`src/rtl/pcie_tlp_splitter_pkg.sv`:
```
// Shared types and constants for the PCIe TLP splitter.
//   - TLP command codes (MWr/MRd, 32-bit addressing)
//   - FSM state encoding
//   - egress command payload struct
//   - max-size decode helper (32 << n dwords, n clamped to 5)
package pcie_tlp_splitter_pkg;

    localparam logic [7:0]  PCIE_MWR_32B = 8'h40;
    localparam logic [7:0]  PCIE_MRD_32B = 8'h00;

    localparam int unsigned CHUNK_W      = 11;     // holds 1..1024
    localparam int unsigned DW_MAX       = 1024;   // hard cap per TLP / per 4 KB page
    localparam int unsigned MAX_SIZE_SEL = 5;

    typedef enum logic [2:0] {
        S_IDLE,
        S_CALC,
        S_ISSUE,
        S_WAIT_DONE,
        S_RELEASE,
        S_DONE
    } state_t;

    typedef struct packed {
        logic [7:0]  cmd;
        logic [13:0] flags;
        logic [31:0] address;
        logic [15:0] requester_id;
        logic [7:0]  tag;
        logic [9:0]  dword_cnt;
    } egress_cmd_t;

    // Decode the max-size selector into a dword limit.
    function automatic logic [CHUNK_W-1:0] max_size_dw(input logic [2:0] n);
        logic [2:0] sel;
        sel = (n > 3'(MAX_SIZE_SEL)) ? 3'(MAX_SIZE_SEL) : n;
        return CHUNK_W'(32) << sel;
    endfunction

endpackage

```
`src/rtl/pcie_chunk_calc.sv`:
```
// Combinational chunk sizing: min(remaining, max size, dwords left in 4 KB page).
// Ports:
//   i_remaining   dwords still to issue
//   i_address_dw  address bits [11:2] (dword offset inside the 4 KB page)
//   i_max_size    size selector (32 << n dwords, 6/7 clamp to 1024)
//   o_chunk_c     chunk size in dwords, 1..1024 when i_remaining != 0
module pcie_chunk_calc
    import pcie_tlp_splitter_pkg::*;
(
    input  logic [23:0]        i_remaining,
    input  logic [9:0]         i_address_dw,
    input  logic [2:0]         i_max_size,
    output logic [CHUNK_W-1:0] o_chunk_c
);

    logic [CHUNK_W-1:0] w_limit;
    logic [CHUNK_W-1:0] w_boundary;
    logic [CHUNK_W-1:0] w_cap;

    always_comb begin
        w_limit    = max_size_dw(i_max_size);
        w_boundary = CHUNK_W'(DW_MAX) - {1'b0, i_address_dw};
        w_cap      = (w_limit < w_boundary) ? w_limit : w_boundary;
        o_chunk_c  = (i_remaining < 24'(w_cap)) ? CHUNK_W'(i_remaining) : w_cap;
    end

endmodule

```
`src/rtl/pcie_tlp_splitter.sv`:
```
// Splits one host-bound MWr/MRd transfer into TLPs clipped to max size and
// 4 KB boundaries, sequencing the egress engine and the upstream data FIFO.
// Ports:
//   clk, rst_n                    clock, async active-low reset
//   i_enable / o_finished/o_busy  transfer handshake
//   i_command..i_tag_base         transfer description (sampled in IDLE)
//   o_chunk_count                 TLPs issued so far
//   o_egress_*, i_egress_finished egress-engine command bus
//   o_fifo_*/i_fifo_*             FIFO face presented to the egress engine
//   i_src_*/o_src_*               upstream data FIFO
module pcie_tlp_splitter
    import pcie_tlp_splitter_pkg::*;
(
    input  logic        clk,
    input  logic        rst_n,
    input  logic        i_enable,
    output logic        o_finished,
    output logic        o_busy,
    input  logic [7:0]  i_command,
    input  logic [13:0] i_flags,
    input  logic [31:0] i_address,
    input  logic [23:0] i_dword_total,
    input  logic [2:0]  i_max_size,
    input  logic [15:0] i_requester_id,
    input  logic [7:0]  i_tag_base,
    output logic [15:0] o_chunk_count,
    output logic        o_egress_enable,
    output logic [7:0]  o_egress_command,
    output logic [13:0] o_egress_flags,
    output logic [31:0] o_egress_address,
    output logic [15:0] o_egress_requester_id,
    output logic [7:0]  o_egress_tag,
    output logic [9:0]  o_egress_dword_cnt,
    input  logic        i_egress_finished,
    output logic        o_fifo_rdy,
    input  logic        i_fifo_act,
    output logic [23:0] o_fifo_size,
    output logic [31:0] o_fifo_data,
    input  logic        i_fifo_stb,
    input  logic        i_src_rdy,
    output logic        o_src_act,
    input  logic [23:0] i_src_count,
    input  logic [31:0] i_src_data,
    output logic        o_src_stb
);

    state_t             r_state,       w_state_nxt;
    egress_cmd_t        r_eg,          w_eg_nxt;
    logic               r_is_read,     w_is_read_nxt;
    logic [23:0]        r_remaining,   w_remaining_nxt;
    logic [CHUNK_W-1:0] r_chunk,       w_chunk_nxt;
    logic [2:0]         r_max_size,    w_max_size_nxt;
    logic               r_egress_en,   w_egress_en_nxt;
    logic               r_fifo_rdy,    w_fifo_rdy_nxt;
    logic               r_src_act,     w_src_act_nxt;
    logic [23:0]        r_fifo_size,   w_fifo_size_nxt;
    logic [15:0]        r_chunk_count, w_chunk_count_nxt;
    logic               r_finished,    w_finished_nxt;
    logic               r_busy,        w_busy_nxt;
    logic [CHUNK_W-1:0] w_chunk_c;

    pcie_chunk_calc u_chunk_calc (
        .i_remaining  (r_remaining),
        .i_address_dw (r_eg.address[11:2]),
        .i_max_size   (r_max_size),
        .o_chunk_c    (w_chunk_c)
    );

    // State and output registers
    always_ff @(posedge clk or negedge rst_n) begin
        if (!rst_n) begin
            r_state       <= S_IDLE;
            r_eg          <= '0;
            r_is_read     <= 1'b0;
            r_remaining   <= '0;
            r_chunk       <= '0;
            r_max_size    <= '0;
            r_egress_en   <= 1'b0;
            r_fifo_rdy    <= 1'b0;
            r_src_act     <= 1'b0;
            r_fifo_size   <= '0;
            r_chunk_count <= '0;
            r_finished    <= 1'b0;
            r_busy        <= 1'b0;
        end else begin
            r_state       <= w_state_nxt;
            r_eg          <= w_eg_nxt;
            r_is_read     <= w_is_read_nxt;
            r_remaining   <= w_remaining_nxt;
            r_chunk       <= w_chunk_nxt;
            r_max_size    <= w_max_size_nxt;
            r_egress_en   <= w_egress_en_nxt;
            r_fifo_rdy    <= w_fifo_rdy_nxt;
            r_src_act     <= w_src_act_nxt;
            r_fifo_size   <= w_fifo_size_nxt;
            r_chunk_count <= w_chunk_count_nxt;
            r_finished    <= w_finished_nxt;
            r_busy        <= w_busy_nxt;
        end
    end

    // Next-state and next-output logic
    always_comb begin
        w_state_nxt       = r_state;
        w_eg_nxt          = r_eg;
        w_is_read_nxt     = r_is_read;
        w_remaining_nxt   = r_remaining;
        w_chunk_nxt       = r_chunk;
        w_max_size_nxt    = r_max_size;
        w_egress_en_nxt   = r_egress_en;
        w_fifo_rdy_nxt    = r_fifo_rdy;
        w_src_act_nxt     = r_src_act;
        w_fifo_size_nxt   = r_fifo_size;
        w_chunk_count_nxt = r_chunk_count;
        w_finished_nxt    = r_finished;
        w_busy_nxt        = r_busy;

        unique case (r_state)
            S_IDLE: begin
                if (i_enable) begin
                    // Anything that is not an MRd is issued as an MWr.
                    w_is_read_nxt         = (i_command == PCIE_MRD_32B);
                    w_eg_nxt.cmd          = (i_command == PCIE_MRD_32B) ? PCIE_MRD_32B : PCIE_MWR_32B;
                    w_eg_nxt.flags        = i_flags;
                    w_eg_nxt.address      = i_address & ~32'h3;
                    w_eg_nxt.requester_id = i_requester_id;
                    w_eg_nxt.tag          = i_tag_base;
                    w_eg_nxt.dword_cnt    = '0;
                    w_remaining_nxt       = i_dword_total;
                    w_max_size_nxt        = i_max_size;
                    w_chunk_count_nxt     = '0;
                    w_busy_nxt            = 1'b1;
                    w_state_nxt           = (i_dword_total == '0) ? S_DONE : S_CALC;
                end
            end
            S_CALC: begin
                // 1024 truncates to 0 in the 10-bit TLP length field.
                w_chunk_nxt        = w_chunk_c;
                w_eg_nxt.dword_cnt = w_chunk_c[9:0];
                w_fifo_size_nxt    = 24'(w_chunk_c);
                w_state_nxt        = S_ISSUE;
            end
            S_ISSUE: begin
                if (r_is_read) begin
                    w_egress_en_nxt = 1'b1;
                    w_state_nxt     = S_WAIT_DONE;
                end else if (i_src_rdy && (i_src_count >= 24'(r_chunk))) begin
                    w_egress_en_nxt = 1'b1;
                    w_src_act_nxt   = 1'b1;
                    w_fifo_rdy_nxt  = 1'b1;
                    w_state_nxt     = S_WAIT_DONE;
                end
            end
            S_WAIT_DONE: begin
                if (i_fifo_act) begin
                    w_fifo_rdy_nxt = 1'b0;
                end
                if (i_egress_finished) begin
                    w_egress_en_nxt   = 1'b0;
                    w_src_act_nxt     = 1'b0;
                    w_fifo_rdy_nxt    = 1'b0;
                    w_eg_nxt.address  = r_eg.address + 32'({r_chunk, 2'b00});
                    w_eg_nxt.tag      = r_eg.tag + 8'd1;
                    w_remaining_nxt   = r_remaining - 24'(r_chunk);
                    w_chunk_count_nxt = r_chunk_count + 16'd1;
                    w_state_nxt       = S_RELEASE;
                end
            end
            S_RELEASE: begin
                if (!i_egress_finished) begin
                    w_state_nxt = (r_remaining == '0) ? S_DONE : S_CALC;
                end
            end
            S_DONE: begin
                // Raise finished on the first DONE cycle; leave once enable drops.
                if (!r_finished) begin
                    w_finished_nxt = 1'b1;
                    w_busy_nxt     = 1'b0;
                end else if (!i_enable) begin
                    w_finished_nxt = 1'b0;
                    w_state_nxt    = S_IDLE;
                end
            end
            default: begin
                w_state_nxt = S_IDLE;
            end
        endcase
    end

    assign o_finished            = r_finished;
    assign o_busy                = r_busy;
    assign o_chunk_count         = r_chunk_count;
    assign o_egress_enable       = r_egress_en;
    assign o_egress_command      = r_eg.cmd;
    assign o_egress_flags        = r_eg.flags;
    assign o_egress_address      = r_eg.address;
    assign o_egress_requester_id = r_eg.requester_id;
    assign o_egress_tag          = r_eg.tag;
    assign o_egress_dword_cnt    = r_eg.dword_cnt;
    assign o_fifo_rdy            = r_fifo_rdy;
    assign o_fifo_size           = r_fifo_size;
    assign o_src_act             = r_src_act;

    // Data path is a straight combinational pass-through.
    assign o_fifo_data           = i_src_data;
    assign o_src_stb             = i_fifo_stb;

endmodule

```
`config.mk`:
```
export PLATFORM = sky130hd
export DESIGN_NAME = pcie_tlp_splitter
export DESIGN_NICKNAME = d
export VERILOG_FILES = /design/src/rtl/pcie_tlp_splitter_pkg.sv /design/src/rtl/pcie_chunk_calc.sv /design/src/rtl/pcie_tlp_splitter.sv
export SDC_FILE = /design/constraint.sdc
export NUM_CORES = 1
export LEC_CHECK = 0
export CAP_MARGIN = 20
export CORE_MARGIN = 2
export CORE_UTILIZATION = 46
export CTS_CLUSTER_SIZE = 28
export DETAILED_ROUTE_END_ITERATION = 10
export HOLD_SLACK_MARGIN = 0.02
export PLACE_DENSITY_LB_ADDON = 0.25
export SYNTH_ARGS = -nofsm -noshare
export SYNTH_HDL_FRONTEND = slang
export SYNTH_HIERARCHICAL = 1
export SYNTH_SLANG_ARGS = --single-unit
```
`constraint.sdc`:
```
create_clock -name clk -period 6.9 [get_ports clk]
set_input_delay 2.07 -clock clk [delete_from_list [all_inputs] [get_ports clk]]
set_output_delay 2.07 -clock clk [all_outputs]
set_load 0.02 [all_outputs]
```
Word-level counts from Yosys, hierarchy flattened
Cells that the tools add are included.
{"block": "op_classes", "n_addsub": 5, "magnitude_cmp": 4, "eq_ne": 15, "shifts": 1, "n_mux": 40, "n_reduce_logical": 17}
{"cell": "66-bit 2-to-1 mux", "count": 1}
{"cell": "32-bit one-hot mux with 2 select lines", "count": 1}
{"cell": "24-bit zero test", "count": 2}
{"cell": "24-bit 2-to-1 mux", "count": 2}
{"cell": "24-bit one-hot mux with 2 select lines", "count": 1}
{"cell": "32-bit by 13-bit adder with 32-bit output", "count": 1}
{"cell": "16-bit 2-to-1 mux", "count": 2}
{"cell": "32-bit 2-to-1 mux", "count": 1}
{"cell": "16-bit one-hot mux with 2 select lines", "count": 1}
{"cell": "3-bit 2-to-1 mux", "count": 10}
{"cell": "24-bit by 11-bit greater-or-equal comparator with 1-bit output", "count": 1}
{"cell": "24-bit by 11-bit < comparator with 1-bit output", "count": 1}
{"cell": "24-bit by 11-bit subtractor with 24-bit output", "count": 1}
{"cell": "11-bit 2-to-1 mux", "count": 2}
{"cell": "10-bit one-hot mux with 2 select lines", "count": 1}
{"cell": "3-bit one-hot mux with 6 select lines", "count": 1}
{"cell": "16-bit by 1-bit adder with 16-bit output, second input constant", "count": 1}
{"cell": "2-bit != test, second input constant", "count": 8}
{"cell": "8-bit one-hot mux with 2 select lines", "count": 1}
{"cell": "11-bit < comparator", "count": 1}
{"cell": "6-bit by 3-bit left shift with 11-bit output, first input constant", "count": 1}
{"cell": "11-bit by 10-bit subtractor with 11-bit output, first input constant", "count": 1}
{"cell": "1-bit 2-to-1 mux", "count": 10}
{"cell": "3-bit AND reduction", "count": 3}
{"cell": "16 further kinds", "count": 27}
{"block": "totals", "reg_bits": 150, "in_bits": 168, "elab_cells": 99}

Logic depth before layout (Yosys ltp)
{"block": "logic_depth", "depth_word": 8, "depth_mapped": 22, "ltp_nobuf": 21}

Hierarchy
The synthesis kept the hierarchy.
{"mod": "pcie_tlp_splitter", "instances": 1, "cells_per_inst": 1006, "area_per_inst_um2": 8526.9, "seq_area_each_um2": 3553.4}
{"mod": "pcie_chunk_calc", "instances": 1, "cells_per_inst": 118, "area_per_inst_um2": 877.1, "seq_area_each_um2": 0.0}

Worst setup path before layout
No wires, ideal clock.
{"block": "synth_timing", "path_type": "register to register", "startpoint": "register r_eg, in the netlist o_egress_address[5]", "endpoint": "register r_eg, in the netlist o_egress_dword_cnt[8]", "arrival_time_ns": 4.914, "slack_ns": 1.865, "stages_incl_launch_ff": 20, "n_path_buf": 1, "synth_period_minus_slack_ns": 5.035, "path_cell_list": "dfrtp_1 -> nor4_1 -> nand2_1 -> nor4_1 -> xnor2_1 -> inv_1 -> ha_1 -> a21o_1 -> a21oi_1 -> o21ai_0 -> nor2_2 -> mux2_2 -> ha_1 -> a2111oi_0 -> and3_1 -> o311ai_1 -> o41ai_2 -> buf_6 -> mux2_4 -> a22o_1"}
{"block": "synth_via", "elab_chain_len": 6}
{"item": "start, declared", "line_no": "pcie_tlp_splitter.sv:48", "rtl": "egress_cmd_t r_eg, w_eg_nxt;"}
{"item": "start signal, assigned", "line_no": "pcie_tlp_splitter.sv:87", "rtl": "r_eg <= w_eg_nxt;"}
{"item": "11-bit by 10-bit subtractor with 11-bit output *", "line_no": "pcie_chunk_calc.sv:22", "rtl": "w_boundary = CHUNK_W'(DW_MAX) - {1'b0, i_address_dw};"}
{"item": "11-bit < comparator", "line_no": "pcie_chunk_calc.sv:23", "rtl": "w_cap = (w_limit < w_boundary) ? w_limit : w_boundary;"}
{"item": "11-bit 2-to-1 mux *", "line_no": "pcie_chunk_calc.sv:23"}
{"item": "24-bit by 11-bit < comparator with 1-bit output", "line_no": "pcie_chunk_calc.sv:24", "rtl": "o_chunk_c = (i_remaining < 24'(w_cap)) ? CHUNK_W'(i_remaining) : w_cap;"}
{"item": "11-bit 2-to-1 mux *", "line_no": "pcie_chunk_calc.sv:24"}
{"item": "via w_chunk_c[8]", "line_no": "pcie_tlp_splitter.sv:60", "rtl": "logic [CHUNK_W-1:0] w_chunk_c;"}
{"item": "10-bit one-hot mux with 2 select lines *", "line_no": "pcie_tlp_splitter.sv:118", "rtl": "unique case (r_state)"}
The timed path passes the listed nets; every way through them passes the cells marked *.
A chain may end at the register's enable or synchronous reset.

Worst setup path in the final report
Ends and elaborated chain as after synthesis.

==> results.yml <==
outcome:
  outcome: "finished clean"
die:
  initial_core_util_pct: 46.63
  die_x_um: 147.0
  dieArea_mm2: 0.02160
  fp-row-count: 52
  io_pins: 334
  die_h_um: 147.0
  core_area_mm2: 0.02017
placed_design:
  detailed_place_hpwl_um: 20690
  gp_congestion: 0.8965
  port_buffers: 243
sta:
  hold_viol: 0
  rsz0062_at_grt: "no"
  period_minus_slack_ns: 5.640
  setup_tns_ns: 0
  fmax_ghz: 0.1773
  relSlewSlack_pct: 27.87
  slew_viol_final: 0
  fin_crit_sh_pct: 81.74
  setup_violations: 0
  worstMarginPinSlew_ns: 1.082
  fin_skew_ns: 0.01222
clock_tree:
  cts_setup_buffers: 0
  cts_sinks: 142
  htree_levels: 4
  cts_made_buffers: 17
  clk_path_buf_depth: 2
  clk_pin_slew_ns: 0.07
  clock-root-buffer: "clkbuf_16"
  cts-resized-gates: 0
  cts_hold_buf: 0
  cts_tree: "yes"
  clock_latency_ns: 0.43
global_route:
  grt_pass1_wl_um: 45530
  grt_max_degree: 103
  antenna_found_initial: 1
  grt_remaining_overflow: 0
  grt_pass1_vias: 8552
  grtUsageTotal_pct: 26.46
synth:
  seq_area_frac_synth_pct: 37.79
  ys.flop_type: "dfrtp_1"
  synth.area.top_cells: "dfrtp_1 (38%), nand2_1 (8.1%), ha_1 (6.9%)"
  yosysWarnings: 6
  synth_largest_area_cell: "dfrtp_1"
  netlist_area_mm2: 0.009404
  syn_avg_cell_area_um2: 8.367
  synth_top_area_share_pct: 37.79
  synthArstFlopShare_pct: 100.0
  synth-edff-count: 0
  netlist_instances: 1124
  yosys.cell_types.count: 77
  ys_ff_latch: 142
route:
  drc_errors: 0
  via_count: 9123
  firstDrtPassIters: 6
  wl_met3_um: 2004
  met1_length_um: 12470
  routed.top_layer: "met5"
  wl_um: 28850
  postRouteAntennaNets: 0
  drtIter0Drc: 830
  wl_met2_um: 13700
  via_per_inst: 5.709
  routedWlPerCell_um: 18.05
setup_path:
  crit_path_end_kind: "register"
  r2r_cells: 19
  worst-setup-path-type: "reg -> reg"
  cp_slowest_cell: "dfrtp_1"
  worst_ep_required_time_ns: 7.21
  path_buf_inv: 2
  cp-start-kind: "register"
  cp_top_family: "simple AND/OR/NAND/NOR gates"
  cp_max_fo: 10
  cp.depth: 19
  path_cells: "nor4_1 > nand2_1 > nor4_1 > xnor2_1 > inv_1 > ha_1 > a21o_1 > a21oi_1 > o21ai_0 > nor2_2 > mux2_2 > ha_1 > a2111oi_0 > and3_1 > o311ai_1 > o41ai_2 > buf_4 > mux2_4 > a22o_1"
  cp_slowest_stage_delay_ns: 0.47
  cp.arrival_ns: 5.95
pwr:
  seq_power_share_pct: 27.5
  power_switching_mw: 2.731
  combinationalPowerShare_pct: 55.8
  total_power_mw: 5.837
  p_clk_share_pct: 16.6
  pwr_density_cell_mw_per_mm2: 472.3
  vdd_ir_drop_max_mv: 0.2331
  netSwitchingFraction_pct: 46.79
  p_leak_nw: 5.353
  cell_internal_pwr_mw: 3.106
layout:
  n_antenna_cell: 0
  multi_input_area_mm2: 0.005150
  area_delta_synth_final_pct: 31.44
  layout_commonest_cell: "clkdlybuf4s50_1"
  final_cell_mix: "clkdlybuf4s50_1 (242), nand2_1 (202), dfrtp_1 (142), a21oi_1 (67), o21ai_0 (67)"
  ff_latch_area_mm2: 0.003553
  layout.nets: 1537
  layout-drive-gt1-share_pct: 4.819
  nFillCells: 1769
worst_hold_path:
  holdPathStages: 2
  hp-class: "reg -> reg"
flow_run:
  maxCapViolCount: 0
==> final timing paths <==
path | startpoint | end | slack, ns
min reg2reg | o_egress_requester_id[9] | o_egress_requester_id[9] | 0.47
min | o_egress_requester_id[9] | o_egress_requester_id[9] | 0.47
min in group asynchronous | rst_n | o_egress_address[23] | 1.76
max reg2reg | o_egress_address[5] | o_egress_dword_cnt[8] | 1.26
max | o_egress_address[5] | o_egress_dword_cnt[8] | 1.26
max in group asynchronous | rst_n | o_egress_requester_id[12] | 4.02
==> stage by stage <==
step	instance area (µm²)	utilization (%)	worst slack [ns]	hold slack (ns)	cells
after floorplan	9483	-	1.865	0.4757	1145
after global placement	11750	58.25	1.522	0.4562	1566
after detailed placement	11750	58.25	1.360	0.4611	1566
after CTS	12360	61.28	1.345	0.4770	1598
after global routing	12360	61.28	0.8656	0.4897	1598
final	12360	61.28	1.260	0.4716	1598
==> flip-flops by register name, indices dropped and copies added, names as in the netlist <==
name / flops
o_egress_dword_cnt: 10
o_egress_requester_id: 16
o_egress_flags: 14
o_egress_command: 1
r_is_read: 1
o_fifo_size: 11
o_busy: 1
o_egress_address: 30
r_state: 3
o_chunk_count: 16
o_egress_tag: 8
r_max_size: 3
r_remaining: 24
o_fifo_rdy: 1
o_egress_enable: 1
o_src_act: 1
o_finished: 1
==> power groups by stage <==
stage	registers, mW	logic, mW	clock network, mW
finish	1.61	3.26	0.971
global route	1.67	3.57	1.02
CTS	1.60	3.24	0.986
detailed placement	1.61	3.22	0
global placement	1.60	3.14	0
floorplan	1.78	1.89	0
==> synthesized netlist by cell type (all sizes together), types with 6 or more instances <==
cell / count
a211oi: 15
a21o: 10
a21oi: 68
a31oi: 12
and3: 17
buf: 63
clkbuf: 38
dfrtp: 142
ha: 52
inv: 55
mux2i: 16
nand2: 203
nand2b: 9
nand3: 52
nand4: 15
nor2: 69
nor3: 19
nor3b: 6
nor4: 22
o211ai: 21
o21a: 6
o21ai: 67
o22ai: 7
o311ai: 8
or3: 15
or4: 10
xnor2: 17
xor2: 12
==> worst reg2reg max path, cell delays in order (launching register included) <==
cell,delay (ns)
dfrtp_1,0.47
nor4_1,0.46
nand2_1,0.13
nor4_1,0.29
xnor2_1,0.22
inv_1,0.08
ha_1,0.29
a21o_1,0.18
a21oi_1,0.13
o21ai_0,0.21
nor2_2,0.45
mux2_2,0.44
ha_1,0.30
a2111oi_0,0.37
and3_1,0.27
o311ai_1,0.13
o41ai_2,0.29
buf_4,0.30
mux2_4,0.33
a22o_1,0.21
==> per-layer routing <==
layer	global-route usage, %	up-vias
li1	-	4332
met1	35.23	4378
met2	43.03	359
met3	6.211	52
met4	8.317	2
met5	0	-
==> cell families after synthesis <==
kind of cell	synth area share (%)
AND/OR/NAND/NOR	22.94
AO/OA/AOI/OAI	18.44
multiplexers	2.222
flip-flops	37.79
XOR/XNOR	2.701
buffers and inverters	8.529
other	0.03988
adder cells (fa/ha/maj)	7.344
==> final cells by class <==
cell class,instances,share of cell area (%)
Inverter,55,1.670
Sequential cell,142,28.75
Timing Repair Buffer,252,20.23
Clock buffer,18,3.472
Tap cell,270,2.733
Clock inverter,14,1.478
Multi-Input combinational cell,847,41.66
Power figures use the tool's default switching activity.
